$ cat config.mk
export PLATFORM = sky130hd
export DESIGN_NAME = pe_ingress_dispatch
export DESIGN_NICKNAME = d
export VERILOG_FILES = /design/src/rtl/pe_ingress_dispatch.sv
export SDC_FILE = /design/constraint.sdc
export NUM_CORES = 1
export LEC_CHECK = 0
export BUFFER_PORTS_ARGS = -buffer_cell sky130_fd_sc_hd__buf_2
export CORE_AREA = 3 3 198 200
export DETAILED_ROUTE_END_ITERATION = 8
export DIE_AREA = 0 0 201 203
export PLACE_DENSITY = 0.75
export SLEW_MARGIN = 40
export SYNTH_ARGS = -nofsm -noshare
export SYNTH_HDL_FRONTEND = slang
export SYNTH_SLANG_ARGS = --single-unit
$ cat constraint.sdc
create_clock -name clk -period 3.5 [get_ports clk]
set_input_delay 0.525 -clock clk [delete_from_list [all_inputs] [get_ports clk]]
set_output_delay 0.525 -clock clk [all_outputs]
set_load 0.05 [all_outputs]
$ cat src/rtl/pe_ingress_dispatch.sv
// PE ingress dispatcher: routes config/const/data packets to the PAT, the register file and the FU issue register.
// Optional dropped-packet counter is enabled by defining PE_DROP_CNT_EN.
module pe_ingress_dispatch #(
    parameter logic [1:0] X_COORD   = 2'd0,
    parameter logic [1:0] Y_COORD   = 2'd0,
    parameter logic [3:0] CONF_PID  = 4'hF,
    parameter logic [3:0] CONST_PID = 4'hE
) (
    input  logic        clk,
    input  logic        rst,
    input  logic        in_valid,
    output logic        in_ready,
    input  logic [35:0] in_pkt,
    output logic        rf_we,
    output logic [4:0]  rf_waddr,
    output logic [31:0] rf_wdata,
    output logic        iss_valid,
    input  logic        iss_ready,
    output logic [22:0] iss_entry,
    output logic [31:0] iss_data,
    output logic [3:0]  iss_pid,
    output logic        pat_miss,
    output logic [7:0]  drop_cnt
);

    // Payload layouts: config = {x[31:30], y[29:28], pat_ind[27:24], rsvd[23], entry[22:0]}
    //                  const  = {x[31:30], y[29:28], rd[27:23], imm[22:0]}
    logic [3:0]  pktPid;
    logic [31:0] pktPayload;
    logic        accept;
    logic        isConf;
    logic        isConst;
    logic        isData;
    logic        coordMatch;
    logic        cfgWrite;
    logic        constWrite;
    logic        dataHit;
    logic        dataMiss;

    logic [22:0] pat_q [16];
    logic [15:0] patValid_q;

    logic        issValid_q, issValid_d;
    logic [22:0] issEntry_q, issEntry_d;
    logic [31:0] issData_q,  issData_d;
    logic [3:0]  issPid_q,   issPid_d;

    logic        rfWe_q;
    logic [4:0]  rfWaddr_q;
    logic [31:0] rfWdata_q;
    logic        patMiss_q;

    assign pktPid     = in_pkt[35:32];
    assign pktPayload = in_pkt[31:0];
    assign in_ready   = !issValid_q || iss_ready;
    assign accept     = in_valid && in_ready;

    assign isConf     = (pktPid == CONF_PID);
    assign isConst    = (pktPid == CONST_PID);
    assign isData     = !isConf && !isConst;
    assign coordMatch = (pktPayload[31:30] == X_COORD) && (pktPayload[29:28] == Y_COORD);

    assign cfgWrite   = accept && isConf && coordMatch;
    assign constWrite = accept && isConst && coordMatch;
    assign dataHit    = accept && isData && patValid_q[pktPid];
    assign dataMiss   = accept && isData && !patValid_q[pktPid];

    // A new hit reloads the issue register even while the old one is being accepted.
    always_comb begin
        issValid_d = issValid_q;
        issEntry_d = issEntry_q;
        issData_d  = issData_q;
        issPid_d   = issPid_q;
        if (dataHit) begin
            issValid_d = 1'b1;
            issEntry_d = pat_q[pktPid];
            issData_d  = pktPayload;
            issPid_d   = pktPid;
        end else if (iss_ready) begin
            issValid_d = 1'b0;
        end
    end

    always_ff @(posedge clk) begin
        if (rst) begin
            for (int i = 0; i < 16; i++) begin
                pat_q[i] <= '0;
            end
            patValid_q <= '0;
        end else if (cfgWrite) begin
            pat_q[pktPayload[27:24]]      <= pktPayload[22:0];
            patValid_q[pktPayload[27:24]] <= 1'b1;
        end
    end

    always_ff @(posedge clk) begin
        if (rst) begin
            issValid_q <= 1'b0;
            issEntry_q <= '0;
            issData_q  <= '0;
            issPid_q   <= '0;
            rfWe_q     <= 1'b0;
            rfWaddr_q  <= '0;
            rfWdata_q  <= '0;
            patMiss_q  <= 1'b0;
        end else begin
            issValid_q <= issValid_d;
            issEntry_q <= issEntry_d;
            issData_q  <= issData_d;
            issPid_q   <= issPid_d;
            rfWe_q     <= constWrite;
            patMiss_q  <= dataMiss;
            if (constWrite) begin
                rfWaddr_q <= pktPayload[27:23];
                rfWdata_q <= {9'b0, pktPayload[22:0]};
            end
        end
    end

    assign iss_valid = issValid_q;
    assign iss_entry = issEntry_q;
    assign iss_data  = issData_q;
    assign iss_pid   = issPid_q;
    assign rf_we     = rfWe_q;
    assign rf_waddr  = rfWaddr_q;
    assign rf_wdata  = rfWdata_q;
    assign pat_miss  = patMiss_q;

`ifdef PE_DROP_CNT_EN
    logic       dropEvt;
    logic [7:0] dropCnt_q;

    assign dropEvt = dataMiss || (accept && (isConf || isConst) && !coordMatch);

    // Saturating so a flood of stray packets never wraps back to a small count.
    always_ff @(posedge clk) begin
        if (rst) begin
            dropCnt_q <= '0;
        end else if (dropEvt && (dropCnt_q != 8'hFF)) begin
            dropCnt_q <= dropCnt_q + 8'd1;
        end
    end

    assign drop_cnt = dropCnt_q;
`else
    assign drop_cnt = 8'h00;
`endif

endmodule

==> run metrics <==
syn avg cell area 12.46 µm²; R2R Setup Slk 0.88 ns; final setup fails 0; multi-input logic area 0.006265 mm²; number of global-route vias before repair 13,760; min Tclk post-route 2.625 ns; initial cell density of the core 53.72%; first-pass GRT wire length 83.63 mm; vias per cell 6.159; Final GP Congestion 0.8493; Worst-Skew Late Latency 0.58 ns; MaxCap Viol Count 0; CP arrival 2.83 ns; Register Area 0.01317 mm²; layout overhead on the synthesized area 13.74%; leakage power 8.016 nW; Slew Limit Fails 0; Die Wd 201 µm; post-synth top area cell edfxtp_1; CP Class reg2reg; Layout Nets 1,771; row cnt 71; crit share post-route 74.99%; top_reg_cell synth edfxtp_1; DP Area 0.02136 mm²; Synth top area share 54.74%; Mapped Area 0.02019 mm²; Fin Clk Skew 0.02192 ns; critical-path cell list nand2b_1 -> nand2_1 -> nor4b_4 -> or3b_4 -> o21bai_2 -> buf_4; grt total ovfl 0; post-DP HPWL 35.30 mm; Post-CTS Setup Bufs 0; area of the die 0.04080 mm²; Via Count 14,060; CP Capture Point pat_q[0][15]; die height 203 µm; # IOs 148; status finished, final reports clean; slowest CP cell or3b_4; crit start category flip-flop; slowest cell delay on critical path 0.57 ns; cell area after layout 0.02296 mm²; Num CTS Buffers 47; antenna-violating nets left 0; count of different cell masters after synthesis 43; Port Buffers 130; PD cells 540.1 mW/mm²; Yosys reg bits 474; Hold Crit Class in2reg; share of layout cells above drive strength 1 21.98%; CTS Root Cell clkbuf_16; RR Endpoint pat_q[0][15]; Core Region 0.03758 mm²; internal power 9.566 mW; # H-tree levels 2; Layout Utilization 61.11%; R2R depth 6; Psw 2.835 mW; Post-synth EDFFs 368; CP Launch Point iss_valid; number of detailed-route iterations in the first pass 6; Post-route DRC 0; Worst setup EP type flip-flop; slew at the pin closest to its max-slew limit 0.8636 ns; Fill cells 2,806; clock share of power 41.7%; Total GRT Usage 27.16%; Syn Inst Count 1,620; hold-fix buffers at CTS 0; CTS sink count 474; combinational power share 7.7%; PostCTS Resize Cnt 0; initial antenna violation count 3; post-synthesis sequential area ratio 65.25%; max_slew headroom 42.43%; largest net degree at the start of global routing 76; top area cells in the synthesized netlist edfxtp_1, dfxtp_1, mux4_2; Max Clk Rate 381.0 MHz; Final Hold Viols 0; Clk pin slew, worst setup/hold paths 0.06 ns; Req. time, crit path 3.71 ns; TritonCTS clock tree built; setup repair after global routing missed its margin false; Seq pwr share 50.7%; drt initial violations 1,645; most common cell after layout, fill and taps aside nor2_1; commonest non-fill, non-tap cells in the layout nor2_1, edfxtp_1, nand2_1; R2R Path Start iss_valid; Switching Share 22.86%; VDD IR max 344.4 µV; DRT Wirelength 55.92 mm; Post-synth ARST share 0%; Synth Warn # 0; Wirelength per Cell 24.49 µm; clk buf depth 3; critical path peak fanout 23; hold path depth 3
registers in the layout, summed over array words and instances, names as in the netlist, 4 cells and up:
name        flops
iss_pid         4
pat_q         368
iss_entry      23
rf_waddr        5
iss_data       32
rf_wdata       23
patValid_q     16
power by group through the flow:
| stage | clock (mW) | combinational (mW) | sequential (mW) |
|---|---|---|---|
| after floorplan | 0 | 0.531 | 6.46 |
| after global placement | 0 | 0.927 | 6.39 |
| after detailed placement | 0 | 0.936 | 6.40 |
| after CTS | 5.21 | 0.940 | 6.28 |
| after global routing | 5.44 | 0.997 | 6.30 |
| final | 5.17 | 0.952 | 6.28 |
per-layer routing:
metal	track usage (%)	share of wire, %	vias to the layer above
li1	-	-	6052
met1	35.33	35	6856
met2	43.39	48	1012
met3	7.584	13	139
met4	11.47	3.9	2
met5	0	0.023	-
final cells by class:
type | instances | area share [%]
Tap cell | 511 | 2.784
Clock inverter | 28 | 1.351
Antenna cell | 2 | 0.02180
Sequential cell | 474 | 57.37
Multi-Input combinational cell | 991 | 27.28
Timing Repair Buffer | 199 | 5.302
Inverter | 18 | 0.2942
Clock buffer | 60 | 5.596
worst min-delay path by stage:
stage / startpoint / to / slack [ns]
3_5_place_dp: rf_waddr[1] / rf_waddr[1] / 0.44
6_report: in_pkt[23] / rf_waddr[0] / 0.21
3_3_place_gp: rf_wdata[18] / rf_wdata[18] / 0.44
5_1_grt: in_pkt[23] / rf_waddr[0] / 0.21
2_1_floorplan: patValid_q[2] / patValid_q[2] / 0.45
4_1_cts: in_pkt[23] / rf_waddr[0] / 0.20
through the flow:
step | cells | setup TNS, ns | worst slack (ns) | total power, mW | hold WS, ns
floorplan | 1636 | -40.29 | -0.1638 | 6.992 | 0.4503
global placement | 2193 | 0 | 0.3768 | 7.316 | 0.4380
detailed placement | 2193 | 0 | 0.3368 | 7.338 | 0.4448
CTS | 2281 | 0 | 0.9037 | 12.44 | 0.1973
global route | 2282 | 0 | 0.7761 | 12.74 | 0.2124
finish | 2283 | 0 | 0.8754 | 12.40 | 0.2127
cells in the mapped netlist, types with 2 or more instances:
library cell and number:
a21oi_1 82, a221oi_1 10, a22oi_1 42, a311oi_1 5, a31oi_1 3, and2_1 2
buf_1 6, buf_2 13, buf_4 26, buf_6 17, clkbuf_1 88, clkbuf_2 3
dfxtp_1 106, edfxtp_1 368, inv_1 18, mux2i_1 26, mux4_2 83, nand2_1 173
nand2b_1 3, nand3_1 55, nand3b_1 2, nor2_1 373, nor2b_1 5, nor3_1 7
o21ai_0 30, o21ai_1 28, o21bai_1 12, o21bai_2 4, o22ai_1 14, o22ai_2 2
or3_1 2
kinds of logic after synthesis:
kind of cell,share of synthesized area (%)
multiplexers,10.55
AO/OA/AOI/OAI,7.084
AND/OR/NAND/NOR,12.71
flip-flops,65.25
buffers and inverters,4.394
other,0.01858
worst max-delay path, delay by kind of cell, from the launching register on:
kind            cells  cell delay [ns]
simple gates        4             1.37
buf+inv             1             0.40
flops               1             0.31
compound gates      1             0.15
Note: power is estimated with default switching activity, not from simulation.
